File: src/rtl/axi_addr_qos_arbiter.sv
// QoS-priority arbiter for the shared AXI address path: round-robin among equal
// QoS, age-based promotion, per-requester outstanding limits, grant held until handshake.
module axi_addr_qos_arbiter #(
    parameter int unsigned REQ_N      = 4,
    parameter int unsigned QOS_WIDTH  = 4,
    parameter int unsigned MAX_OUTST  = 8,
    parameter int unsigned AGE_THRESH = 16
) (
    input  logic                         clk,
    input  logic                         reset_n,
    input  logic [REQ_N-1:0]             req,
    input  logic [REQ_N*QOS_WIDTH-1:0]   req_qos,
    input  logic                         addr_hs,
    input  logic [REQ_N-1:0]             rsp_done,
    output logic [REQ_N-1:0]             grant,
    output logic [$clog2(REQ_N)-1:0]     grant_index,
    output logic                         grant_valid,
    output logic [REQ_N-1:0]             outst_full,
    output logic                         err_underflow
);

    localparam int unsigned IDX_W = $clog2(REQ_N);
    localparam int unsigned CNT_W = $clog2(MAX_OUTST + 1);
    localparam int unsigned AGE_W = $clog2(AGE_THRESH + 1);

    typedef enum logic {S_IDLE, S_GRANT} state_t;

    state_t               r_state, w_state_nxt;
    logic [REQ_N-1:0]     r_grant, w_grant_nxt;
    logic [IDX_W-1:0]     r_grant_index, w_grant_index_nxt;
    logic                 r_grant_valid, w_grant_valid_nxt;
    logic [IDX_W-1:0]     r_rr_ptr, w_rr_ptr_nxt;
    logic                 w_accept;
    logic                 r_err;
    logic [CNT_W-1:0]     r_outst [REQ_N];
    logic [AGE_W-1:0]     r_age   [REQ_N];
    logic [REQ_N-1:0]     w_full;
    logic [REQ_N-1:0]     w_elig;
    logic [QOS_WIDTH-1:0] w_eff_qos [REQ_N];
    logic [QOS_WIDTH-1:0] w_win_qos;
    logic [IDX_W-1:0]     w_win_idx;
    logic [IDX_W-1:0]     w_scan;
    logic                 w_win_found;

    // Eligibility and effective QoS; a requester that has aged out jumps to top priority
    always_comb begin
        for (int unsigned i = 0; i < REQ_N; i++) begin
            w_full[i]    = (r_outst[i] == CNT_W'(MAX_OUTST));
            w_elig[i]    = req[i] & ~w_full[i];
            w_eff_qos[i] = (r_age[i] == AGE_W'(AGE_THRESH)) ? '1
                                                            : req_qos[i*QOS_WIDTH +: QOS_WIDTH];
        end
    end

    // Scan from rr_ptr+1; strict '>' keeps the first index found among equal QoS
    always_comb begin
        w_win_found = 1'b0;
        w_win_idx   = '0;
        w_win_qos   = '0;
        w_scan      = '0;
        for (int unsigned k = 1; k <= REQ_N; k++) begin
            w_scan = IDX_W'((32'(r_rr_ptr) + k) % REQ_N);
            if (w_elig[w_scan] && (!w_win_found || (w_eff_qos[w_scan] > w_win_qos))) begin
                w_win_found = 1'b1;
                w_win_idx   = w_scan;
                w_win_qos   = w_eff_qos[w_scan];
            end
        end
    end

    always_ff @(posedge clk or negedge reset_n) begin
        if (!reset_n) begin
            r_state       <= S_IDLE;
            r_grant       <= '0;
            r_grant_index <= '0;
            r_grant_valid <= 1'b0;
            r_rr_ptr      <= IDX_W'(REQ_N - 1);
        end else begin
            r_state       <= w_state_nxt;
            r_grant       <= w_grant_nxt;
            r_grant_index <= w_grant_index_nxt;
            r_grant_valid <= w_grant_valid_nxt;
            r_rr_ptr      <= w_rr_ptr_nxt;
        end
    end

    always_comb begin
        w_state_nxt       = r_state;
        w_grant_nxt       = r_grant;
        w_grant_index_nxt = r_grant_index;
        w_grant_valid_nxt = r_grant_valid;
        w_rr_ptr_nxt      = r_rr_ptr;
        w_accept          = 1'b0;
        unique case (r_state)
            S_IDLE: begin
                if (w_win_found) begin
                    w_state_nxt       = S_GRANT;
                    w_grant_nxt       = REQ_N'(1) << w_win_idx;
                    w_grant_index_nxt = w_win_idx;
                    w_grant_valid_nxt = 1'b1;
                end
            end
            S_GRANT: begin
                if (addr_hs) begin
                    w_accept          = 1'b1;
                    w_state_nxt       = S_IDLE;
                    w_grant_nxt       = '0;
                    w_grant_index_nxt = '0;
                    w_grant_valid_nxt = 1'b0;
                    w_rr_ptr_nxt      = r_grant_index;
                end
            end
            default: w_state_nxt = S_IDLE;
        endcase
    end

    // Outstanding counters and aging; a simultaneous issue and completion cancel out
    always_ff @(posedge clk or negedge reset_n) begin
        if (!reset_n) begin
            r_err <= 1'b0;
            for (int unsigned i = 0; i < REQ_N; i++) begin
                r_outst[i] <= '0;
                r_age[i]   <= '0;
            end
        end else begin
            for (int unsigned i = 0; i < REQ_N; i++) begin
                if (w_accept && (r_grant_index == IDX_W'(i)) && !rsp_done[i]) begin
                    r_outst[i] <= r_outst[i] + CNT_W'(1);
                end else if (rsp_done[i] && !(w_accept && (r_grant_index == IDX_W'(i)))) begin
                    if (r_outst[i] == '0) begin
                        r_err <= 1'b1;
                    end else begin
                        r_outst[i] <= r_outst[i] - CNT_W'(1);
                    end
                end

                if (w_accept && (r_grant_index == IDX_W'(i))) begin
                    r_age[i] <= '0;
                end else if (!w_elig[i]) begin
                    r_age[i] <= '0;
                end else if (r_grant_valid && (r_grant_index == IDX_W'(i))) begin
                    r_age[i] <= r_age[i];
                end else if (r_age[i] != AGE_W'(AGE_THRESH)) begin
                    r_age[i] <= r_age[i] + AGE_W'(1);
                end
            end
        end
    end

    assign grant         = r_grant;
    assign grant_index   = r_grant_index;
    assign grant_valid   = r_grant_valid;
    assign outst_full    = w_full;
    assign err_underflow = r_err;

endmodule
File: config.mk
export PLATFORM = sky130hd
export DESIGN_NAME = axi_addr_qos_arbiter
export DESIGN_NICKNAME = d
export VERILOG_FILES = /design/src/rtl/axi_addr_qos_arbiter.sv
export SDC_FILE = /design/constraint.sdc
export NUM_CORES = 1
export LEC_CHECK = 0
export CAP_MARGIN = 20
export CORE_MARGIN = 2
export CORE_UTILIZATION = 58
export CTS_BUF_LIST = sky130_fd_sc_hd__clkbuf_4 sky130_fd_sc_hd__clkbuf_8 sky130_fd_sc_hd__clkbuf_16
export DETAILED_ROUTE_END_ITERATION = 10
export PLACE_DENSITY = 0.81
export SLEW_MARGIN = 10
export SYNTH_ARGS = -nofsm -noshare
export SYNTH_HDL_FRONTEND = slang
export SYNTH_SLANG_ARGS = --single-unit
File: constraint.sdc
create_clock -name clk -period 7.3 [get_ports clk]
set_input_delay 1.46 -clock clk [delete_from_list [all_inputs] [get_ports clk]]
set_output_delay 1.46 -clock clk [all_outputs]
set_load 0.02 [all_outputs]
# [Word-level counts from Yosys, hierarchy flattened]
# Cells that the tools add are included.
[op_classes] mux=89 n_addsub=16 bitwise=13 eq_ne=29 reduce_logical=52 order_cmp=11 n_shift=1
[ops] operator="$mux W4" count=29
[ops] operator="$mux W5" count=16
[ops] operator="$bmux W4 S2" count=4
[ops] operator="$mux W1" count=26
[ops] operator="$add A5 B1 Y5 const B" count=4
[ops] operator="$eq A5 B5 Y1 const B" count=4
[ops] operator="$ne A5 B5 Y1 const B" count=4
[ops] operator="$reduce_and A2 Y1" count=10
[ops] operator="$logic_and A1 B1 Y1" count=19
[ops] operator="$add A4 B1 Y4 const B" count=4
[ops] operator="$eq A4 B4 Y1 const B" count=4
[ops] operator="$logic_not A4 Y1" count=4
[ops] operator="$sub A4 B1 Y4 const B" count=4
[ops] operator="$ge A3 B3 Y1 const B" count=4
[ops] operator="$gt A4 B4 Y1" count=3
[ops] operator="$lt A2 B3 Y1 const B" count=4
[ops] operator="$mux W2" count=6
[ops] operator="$ne A2 B2 Y1 const B" count=6
[ops] operator="$ne A3 B1 Y1 const B" count=4
[ops] operator="$ne A3 B3 Y1 const B" count=4
[ops] operator="$not A2 Y3" count=4
[ops] operator="$logic_not A1 Y1" count=11
[ops] operator="$bmux W1 S2" count=4
[ops] operator="$pmux W4 S2" count=1
[ops] operator="12 further kinds" count=28
[totals] output_inout_bits=12 in_bits=27 wordCells=225 reg_bits=47

# [Depth between registers and ports, before layout]
# Gate-level depths: netlist (run 1).
[depth] depth_word=21 depth_mapped=32

# [Least setup slack after synthesis (run 1)]
# No wires, ideal clock.
[synth_path] path_kind="input-to-reg" startpoint="input port req[3]" endpoint="register r_grant[2], in the netlist grant[2]" required_ns=7.196 setup_time_ns=0.104 stages=27 arrival_time_ns=6.269 slack_ns=0.927 cell_sequence="and2_4 a22oi_4 and2_1 or2_2 ha_1 nand4_1 o21ai_0 a21oi_1 a21oi_2 nor2_4 mux2_4 ha_1 nor2b_1 o21a_1 nor3_1 o21bai_4 and2_2 clkbuf_1 o21a_1 ha_1 a21oi_1 o21ai_0 a21oi_1 o22ai_2 nor2_1 a31oi_4 o41ai_2"
[synth_between] elab_chain_len=19 elab_cells_between_ends=37 cone_classes="order compare: 3; eq/ne: 1; shift: 1; mux: 21; bitwise: 1; reduce/logical: 10"
[synth_rtl] element="from (decl)" line="11" source="input logic [REQ_N-1:0] req,"
[synth_rtl] element="$and A1 B1 Y1 *" line="49" source="w_elig[i] = req[i] & ~w_full[i];"
[synth_rtl] element="$bmux W1 S2" line="63" source="if (w_elig[w_scan] && (!w_win_found || (w_eff_qos[w_scan] > w_win_qos))) begin"
[synth_rtl] element="$mux W1 (not written as such)" line="63"
[synth_rtl] element="$mux W4 or $mux W1 (tied branches)" line="63"
[synth_rtl] element="$gt A4 B4 Y1 or $logic_not A1 Y1 (tied branches)" line="63"
[synth_rtl] element="$logic_or A1 B1 Y1" line="63"
[synth_rtl] element="$logic_and A1 B1 Y1" line="63"
[synth_rtl] element="$mux W4 or $mux W1 (tied branches)" line="63"
[synth_rtl] element="[3 not listed]"
[synth_rtl] element="$mux W4 or $mux W1 (tied branches)" line="63"
[synth_rtl] element="$gt A4 B4 Y1 or $logic_not A1 Y1 (tied branches)" line="63"
[synth_rtl] element="$logic_or A1 B1 Y1" line="63"
[synth_rtl] element="$logic_and A1 B1 Y1" line="63"
[synth_rtl] element="$mux W2" line="63"
[synth_rtl] element="$shl A1 B2 Y4" line="98" source="w_grant_nxt = REQ_N'(1) << w_win_idx;"
[synth_rtl] element="$mux W4" line="96" source="if (w_win_found) begin"
[synth_rtl] element="$pmux W4 S2" line="94" source="unique case (r_state)"
[synth_rtl] element="to (signal assigned)" line="80" source="r_grant <= w_grant_nxt;"
[synth_rtl] element="to (decl)" line="29" source="logic [REQ_N-1:0] r_grant, w_grant_nxt;"
# Mark *: on every way between the ends. The rest lies on a longest branch, timed or not. The select of a mux whose other input is x is not followed.
# A chain may end at the register's enable or synchronous reset.

# [Worst setup path after layout (run 1)]
[layout_path] startpoint="input port req[2]" endpoint="register r_grant[2], in the netlist grant[2]"
# Same word-level chain as after synthesis.

==> results of run 1 <==
report_power, final:
part           switching, mW  leakage [nW]  total (mW)  internal, mW
combinational          0.693          1.41        1.26         0.570
sequential             0.105         0.590       0.453         0.348
clock                 0.0923        0.0519       0.174        0.0815
total                  0.891          2.05        1.89         0.999
cells in the mapped netlist, types with 4 or more instances:
master    instances
xor2_1           16
fa_1              4
a31oi_1           5
o22ai_1           4
nand4_1          13
mux2i_1          13
clkbuf_1          6
a211oi_1          6
o21ai_0           9
dfrtp_1          45
nor3_1           25
xnor2_1          16
inv_1            31
nor2_1           45
ha_1             36
a21oi_1          30
mux2_2            6
nand3_1           8
nand2_1          49
a21o_1            6
or4b_4            4
o21a_1            4
metal layers:
layer	vias to the layer above	wire (um)	share of wire (%)
met4	0	240	2.7
met3	21	538	6.1
li1	1644	-	-
met2	108	4121	47
met1	1550	3956	45
met5	-	0	0
critical path, cell delays in order:
cell	delay, ps
clkdlybuf4s50_1	530
and2_4	210
a22oi_4	90
and2_1	210
or2_2	300
ha_1	290
nand4_1	90
o21ai_0	100
a21oi_2	180
a21oi_2	80
nor2_4	230
mux2_4	340
ha_1	290
nor2b_1	140
o21a_1	170
nor3_2	240
o21bai_4	130
and2_2	250
o21a_1	190
ha_1	300
a21oi_1	130
o21ai_0	130
a21oi_1	190
o22ai_2	110
nor2_1	180
a31oi_4	140
o41ai_2	330
flip-flops by register name, summed over array words and instances (netlist names):
name,cells
r_age,20
grant_valid,1
r_outst,16
grant_index,2
grant,4
r_state,1
r_rr_ptr,2
err_underflow,1
area by class of cell:
class,count,area [um2]
fillers,543,2118
multi-input cells,353,2625
repair buffers,45,440.4
clock inverters,1,8.758
well taps,80,100.1
flip-flops and latches,47,1179
clock buffers,7,90.09
inverters,32,120.1
how the worst min path moves through the flow:
stage	end	slack (ps)	cells past startpoint
after floorplan	r_outst[11]	450	1
final	r_rr_ptr[1]	470	2
after global routing	r_outst[7]	520	1
after global placement	r_rr_ptr[1]	450	2
after CTS	r_rr_ptr[1]	470	2
after detailed placement	r_rr_ptr[1]	460	2
cell usage in the layout (no fill, tap or decap), types with 8 or more instances in the layout:
| cell | n |
|---|---|
| nor3_1 | 24 |
| nand4_1 | 13 |
| a21oi_1 | 29 |
| nor2_1 | 45 |
| o21ai_0 | 9 |
| nand3_1 | 8 |
| clkdlybuf4s50_1 | 37 |
| mux2i_1 | 13 |
| dfrtp_1 | 45 |
| nand2_1 | 49 |
| xnor2_1 | 16 |
| ha_1 | 36 |
| xor2_1 | 16 |
| inv_1 | 31 |
cells by family (layout without fill, tap and decap cells):
kind of cell	count (synthesis)	after routing
compound gates	89	89
xor+xnor	32	32
flops	47	47
mux	24	24
simple gates	168	168
fa+ha+maj	40	40
buf+inv	43	85
repair_timing:
item                       4_1_cts  5_1_grt
setup buffers                    0        0
setup endpoints to repair        0        5
gates resized for setup          0        2
stage by stage:
stage                     cell area [um2]  cells  utilization, %  worst slack [ps]  hold WS [ps]
after floorplan                      3960    443               -             927.4         450.8
after global placement               4436    556           66.39             263.1         453.1
after detailed placement             4436    556           66.39             1.719         455.3
after CTS                            4534    564           67.87             311.8         470.8
after global routing                 4563    565           68.30             23.24         516.5
final                                4563    565           68.30             474.3         468.3
==> metrics.yaml, run 1 <==
grt_max_degree: 48
cp.arrival_ps: 7030
hpwl_um: 6857
grt_pass1_vias: 3232
numClockSinks: 47
antenna_cells: 0
synth_area_leaders: "dfrtp_1, ha_1, nand2_1, nor2_1, a21oi_1"
tightestPinTransition_ps: 670.9
remaining_drc_errors: 0
max_clock_freq_mhz: 146.5
ys_async_sr_fraction_pct: 100.0
finalWirelength_um: 8857
period_minus_slack_ps: 6826
tns_ps: 0
post_drt_wl_per_cell_um: 15.68
syn_area_per_cell_um2: 8.939
dieArea_um2: 7505
met1_usage_pct: 33.27
dr.pass1.iters: 4
grt.met3_usage_pct: 4.286
synth_top_area_cell: "dfrtp_1"
coreArea_um2: 6681
r2r_setup_slack_ps: 960
design.portCount: 39
via_per_inst: 5.881
setup.worst_path.class: "input pin to flip-flop"
final_max_slew_viol_count: 0
powerDensity_nw_per_um2: 414.3
overflow: 0
cp.required_ps: 7500
insertion_delay_ps: 310
ys_ff_latch: 47
htree_levels: 2
syn_inst: 443
leakage_nw: 2.049
ys_warn_count: 0
slew_headroom_pct: 54.93
synth_edf_count: 0
synth_fa_ha_area_share_pct: 13.40
antenna_found_initial: 0
yosysUniqueCellTypes: 62
startpoint: "req[2]"
ant_nets: 0
netlist_area_um2: 3960
busiest_layer: "met2"
cts_buffers: 5
yosysSeqAreaShare_pct: 29.76
synth_xor_area_share_pct: 7.077
hold_viol_final: 0
fin_nets: 551
cp_max_fo: 7
synth_top_family_by_area: "simple AND/OR/NAND/NOR gates"
vias: 3323
holdBufCountCts: 0
cts_tree: "yes"
p_total_mw: 1.890
startpoint_type: "input pin"
r2r_start: "r_age[15]"
num_rows: 30
peakVddDrop_mv: 0.2318
cts_buffer_depth: 2
endpoint: "grant[2]"
yosys.area_share.simple_pct: 20.95
muxShareOfSynthArea_pct: 7.551
drt_iter0_drc: 163
grt_usage_pct: 24.74
drive_gt1_share_pct: 12.58
finClkSkew_ps: 8.723
rsz0062_at_grt: "false"
synth_top_area_share_pct: 28.44
place.gp.congestion: 0.9359
min_from: "r_rr_ptr[1]"
grtUsageMet2_pct: 39.02
setup_viol: 0
maxCapViolations: 0
start_util_pct: 59.27
outcome: "complete, no violations"
fin_crit_sh_pct: 93.50
synth-compound-area-share_pct: 17.09
hp-class: "flip-flop to flip-flop"
clk_pin_slew_ps: 90
synthToLayoutAreaGrowth_pct: 15.23
r2r_cells: 30
numPortBuffers: 38
synth_nets: 510
yosys_most_used_dff: "dfrtp_1"
reg2reg_to: "grant[2]"
die_x_um: 86.63
end_kind: "flip-flop"
grt_pass1_wl_um: 14770
die_h_um: 86.63
clock_tree.root_cell: "clkbuf_8"
No activity file was read; power rests on OpenSTA's default activity.
==> run 2, diff against run 1 <==
Settings changed: CTS_CLUSTER_SIZE set to 14.
==> results of run 2 <==
No change in the layout: final DEF, timing and power equal those of run 1.
==> RTL edit 1, RTL diff (config.mk and constraints of run 2) <==
Change the parameter `REQ_N` from 4 to 2.
--- a/src/rtl/axi_addr_qos_arbiter.sv
+++ b/src/rtl/axi_addr_qos_arbiter.sv
@@ -1,7 +1,7 @@
 // QoS-priority arbiter for the shared AXI address path: round-robin among equal
 // QoS, age-based promotion, per-requester outstanding limits, grant held until handshake.
 module axi_addr_qos_arbiter #(
-    parameter int unsigned REQ_N      = 4,
+    parameter int unsigned REQ_N      = 2,
     parameter int unsigned QOS_WIDTH  = 4,
     parameter int unsigned MAX_OUTST  = 8,
     parameter int unsigned AGE_THRESH = 16
Ports: changed (6 resized); port bits go from 39 to 22. No check against the original RTL was run, so the function may have changed too.
==> RTL edit 1 against run 2 <==
Routed wire length decreased by 65%. Clock skew grew 0.0037 ns. Final area down 59%. Worst setup slack improved by 3.2 ns. Power decreased by 67%. Sequential cell count is 23 lower. Synthesized area shrank 60%. Synthesized cell count is 61% lower. Largest cell class unchanged. Largest power group unchanged.
==> RTL edit 1: results (changes against run 2) <==
----------------------------------------------------
[Outcome]
  Result of the run ... finished clean (unchanged)

[Global route]
  Maximum number of pins on one net before global-route repair ... 25 (was 48)
  Gr usage total ... 21.8% (was 24.7%)
  Via count of the first global-routing pass ... 1354 (was 3232)
  First-pass GRT wire length ... 5580 µm (was 14800 µm)

[CTS]
  Number of clock buffers inserted by TritonCTS ... 3 (was 5)
  CTS H-tree depth ... 1 (was 2)
  Clock edge transition at the registers on the reported setup and hold paths ... 0.13 ns (was 0.09 ns)
  Clock tree root driver cell ... clkbuf_4 (was clkbuf_8)

[Worst hold path]
  Start point of the worst hold path ... err_underflow$_DFF_PN0_ (was r_rr_ptr[1]$_DFFE_PN1P_)
  Endpoint, Worst Hold ... err_underflow$_DFF_PN0_ (was r_rr_ptr[1]$_DFFE_PN1P_)

[Power]
  Total leakage power ... 0.000863 µW (was 0.00205 µW)
  Cell-internal power ... 362 µW (was 999 µW)

[Yosys]
  Cell variety after synth ... 37 (was 62)
  Fraction of the yosys area taken by sequential cells ... 37.6% (was 29.8%)
  Commonest cells in the synthesized netlist ... dfrtp_1, nor2_1, nand2_1 (was nand2_1, dfrtp_1, nor2_1)
  Synthesized netlist net count ... 206 (was 510)
  Largest cells by area after synthesis ... dfrtp_1, ha_1, nor2_1, nand2_1, xor2_1 (was dfrtp_1, ha_1, nand2_1, nor2_1, a21oi_1)
  Mean instance size in the synthesized netlist ... 9.25 µm² (was 8.94 µm²)

[Worst setup path]
  Beginning of the critical path ... req[0] (was req[2])
  Register-to-Register Setup Slack ... 4.61 ns (was 0.96 ns)
  Crit-path max FO ... 5 (was 7)
  WP data arrival ... 3.81 ns (was 7.03 ns)
  Startpoint of the worst register-to-register path ... r_outst[1]$_DFFE_PN0P_ (was r_age[15]$_DFFE_PN0P_)

[Final layout]
  Share of layout cells above drive strength 1 ... 7.14% (was 12.6%)
  Max FFs per register ... 10 (was 20)

[Drt]
  Detailed Route Iter0 Violations ... 42 (was 163)
  Vias after detailed routing ... 1280 (was 3323)
  Wire length on met3 ... 91 µm (was 538 µm)
  Drt via density ... 5.64 (was 5.88)
  Average routed wire per standard cell ... 13.5 µm (was 15.7 µm)
  Met2 wire length ... 1480 µm (was 4120 µm)

[Place]
  Number of cells after detailed placement ... 223 (was 556)
  Post-Place Worst Slack ... 3.35 ns (was 0.00172 ns)
  Port bufs ... 21 (was 38)
  Final Wtd Congestion ... 0.872 (was 0.936)
  DP HPWL ... 2420 µm (was 6860 µm)

[STA]
  Fin Clk Skew ... 0.0124 ns (was 0.00872 ns)
  Worst slew margin relative to its limit ... 64.4% (was 54.9%)

----------------------------------------------------
[RTL edit 1: worst max path at each step]
stage                           end  cells past startpoint
6_report       grant[1]$_DFFE_PN0P_                     11
3_3_place_gp   grant[1]$_DFFE_PN0P_                     11
4_1_cts        grant[1]$_DFFE_PN0P_                     11
5_1_grt        grant[1]$_DFFE_PN0P_                     11
3_5_place_dp   grant[1]$_DFFE_PN0P_                     11
2_1_floorplan  grant[1]$_DFFE_PN0P_                     10
[RTL edit 1: final cells by class]
type	instances	area, µm²	share of cell area [%]
sequential	24	602	32.3
timing repair buffer	21	205	11.0
tap	31	38.8	2.08
clock buffer	4	30.0	1.61
inverter	14	52.6	2.82
multi-input combinational	133	935	50.2
[RTL edit 1: cell families (layout without fill, tap and decap cells)]
logic type               count (synthesis)  in the layout  share of synthesized area, %
XOR/XNOR                                14             14                          7.66
flip-flops                              24             24                          37.6
buffers and inverters                   16             39                          3.99
adder cells (fa/ha/maj)                 18             18                          15.0
AO/OA/AOI/OAI                           33             33                          13.4
AND/OR/NAND/NOR                         64             64                          19.7
multiplexers                             4              4                          2.58
[RTL edit 1: power by group through the flow]
stage          Sequential, µW  Combinational [µW]  Clock [µW]
3_3_place_gp              242                 306           0
4_1_cts                   244                 323        65.4
2_1_floorplan             239                 238           0
3_5_place_dp              246                 322           0
5_1_grt                   253                 365        71.2
6_report                  245                 320        63.2
[RTL edit 1: stage by stage]
step	hold slack, ns	area, µm²
6_report	0.517	1860
5_1_grt	0.531	1860
4_1_cts	0.526	1870
3_5_place_dp	0.492	1840
3_3_place_gp	0.474	1840
2_1_floorplan	0.497	1600
[RTL edit 1: critical path, stage by stage]
cell and delay [ns]:
clkdlybuf4s50_1 0.47, a21boi_0 0.34, nand2_1 0.20, o21ai_0 0.12
o21ai_0 0.13, ha_1 0.30, nand2_1 0.09, nor2_1 0.05
or3_1 0.30, mux2i_1 0.22, o22ai_1 0.12
[RTL edit 1: metal layers]
layer	vias up	global-route usage, %
met5	-	0
met4	0	9.52
met3	4	2.07
met2	26	38.5
met1	610	26.8
li1	640	-
==> RTL edit 2, RTL diff (config.mk and constraints of run 2) <==
Made on the original files. Reset style: synchronous (`reset_n`), changed in 2 clocked blocks.
--- a/src/rtl/axi_addr_qos_arbiter.sv
+++ b/src/rtl/axi_addr_qos_arbiter.sv
@@ -68,7 +68,7 @@
         end
     end
 
-    always_ff @(posedge clk or negedge reset_n) begin
+    always_ff @(posedge clk) begin
         if (!reset_n) begin
             r_state       <= S_IDLE;
             r_grant       <= '0;
@@ -115,7 +115,7 @@
     end
 
     // Outstanding counters and aging; a simultaneous issue and completion cancel out
-    always_ff @(posedge clk or negedge reset_n) begin
+    always_ff @(posedge clk) begin
         if (!reset_n) begin
             r_err <= 1'b0;
             for (int unsigned i = 0; i < REQ_N; i++) begin
Function: differs if reset_n is asserted again (counterexample within 4 cycles, from zero or initial values and one cycle with reset_n low); with reset_n held inactive, the same outputs for 4 cycles.
==> RTL edit 2 against run 2 <==
Die area increased by 2.5%. Final cell count is 9.7% higher. Global-route usage grew 2.1 points. Routed wire length rose by 15%. Worst setup slack lost 0.30 ns. Non-clock buffer count increased by 17. Final area rose by 5.5%. Sequential cell count unchanged. Critical path depth up 2. Worst hold slack improved by 0.0098 ns. Synthesized area increased by 2.6%. Critical endpoint is now grant[3]$_SDFFE_PN0P_. Highest routed layer unchanged.
Power is not compared: it rests on default switching activity, and its combinational part moved more than twofold at a synthesized area within 25%.
==> RTL edit 2: results (changes against run 2) <==
----------------------------------------------------
[Place]
  Final Wtd Congestion ... 0.981 (was 0.936)
  Number of cells after detailed placement ... 609 (was 556)
  Post-Place Worst Slack ... -0.141 ns (was 0.00172 ns)
  DP HPWL ... 7680 µm (was 6860 µm)
  Cell area after placement ... 0.00463 mm² (was 0.00444 mm²)

[Final layout]
  Number of nets in the finished design ... 581 (was 551)
  Share of layout cells above drive strength 1 ... 13.7% (was 12.6%)

[Global route]
  Via count of the first global-routing pass ... 3602 (was 3232)
  Maximum number of pins on one net before global-route repair ... 30 (was 48)
  Gr usage total ... 26.9% (was 24.7%)
  Grt met2 use ... 46.0% (was 39.0%)
  Routing usage on met1 ... 34.7% (was 33.3%)
  Met3 Track Usage GR ... 4.62% (was 4.29%)
  First-pass GRT wire length ... 16400 µm (was 14800 µm)

[Drt]
  Routed metal-1 wire length ... 4490 µm (was 3960 µm)
  Total length of routed wires ... 10200 µm (was 8860 µm)
  Met2 wire length ... 4760 µm (was 4120 µm)
  Vias after detailed routing ... 3755 (was 3323)
  Detailed Route Iter0 Violations ... 260 (was 163)
  Average routed wire per standard cell ... 16.4 µm (was 15.7 µm)

[Yosys]
  Mean instance size in the synthesized netlist ... 8.57 µm² (was 8.94 µm²)
  Synthesized netlist net count ... 532 (was 510)
  Arithmetic-cell share of the synthesized area counting full adders, half adders and majority gates ... 10.1% (was 13.4%)
  Synth Flop Type ... edfxtp_1 (was dfrtp_1)
  Cell variety after synth ... 67 (was 62)
  Mux share of post-synthesis cell area ... 6.34% (was 7.55%)
  Commonest cells in the synthesized netlist ... nor2_1, edfxtp_1, a21oi_1, inv_1, nand2_1 (was nand2_1, dfrtp_1, nor2_1)
  Number of synthesized flops with an enable pin ... 36 (was 0)
  Largest cells by area after synthesis ... edfxtp_1, ha_1, nor2_1, dfxtp_1, a21oi_1 (was dfrtp_1, ha_1, nand2_1, nor2_1, a21oi_1)

[STA]
  Fin Clk Skew ... 0.00592 ns (was 0.00872 ns)
  Worst slew margin relative to its limit ... 43.5% (was 54.9%)

[Outcome]
  Result of the run ... finished clean (unchanged)

[Worst setup path]
  WP data arrival ... 7.36 ns (was 7.03 ns)
  Crit-path max FO ... 5 (was 7)

[Power]
  P_clk ... roughly 170 µW
  Part of the power in registers ... between 30% and 40%

[CTS]
  Clock edge transition at the registers on the reported setup and hold paths ... 0.09 ns (about the same)

----------------------------------------------------
RTL edit 2: cell count changes after synthesis, moves of 12 or more:
cell             run 2  this run
xnor2_1             16         4
dfrtp_1             45         0
edfxtp_1             0        36
nand3_1              8        20
nand2_1             49        33
nor2_1              45        63
RTL edit 2: final cells by class:
cell class,count,area [µm²],area share [%]
sequential,47,1300,27.0
multi-input combinational,370,2590,53.8
clock buffer,6,76.3,1.59
clock inverter,2,17.5,0.364
timing repair buffer,62,564,11.7
tap,96,120,2.50
inverter,37,144,2.99
RTL edit 2: worst paths after layout:
check	slack, ns	depth (start not counted)	endpoint	start
min	0.48	2	grant[3]$_SDFFE_PN0P_	grant[3]$_SDFFE_PN0P_
max	0.18	29	grant[3]$_SDFFE_PN0P_	req[3]
max reg2reg	0.52	28	grant[3]$_SDFFE_PN0P_	r_rr_ptr[1]$_SDFFE_PN1P_
min reg2reg	0.48	2	grant[3]$_SDFFE_PN0P_	grant[3]$_SDFFE_PN0P_
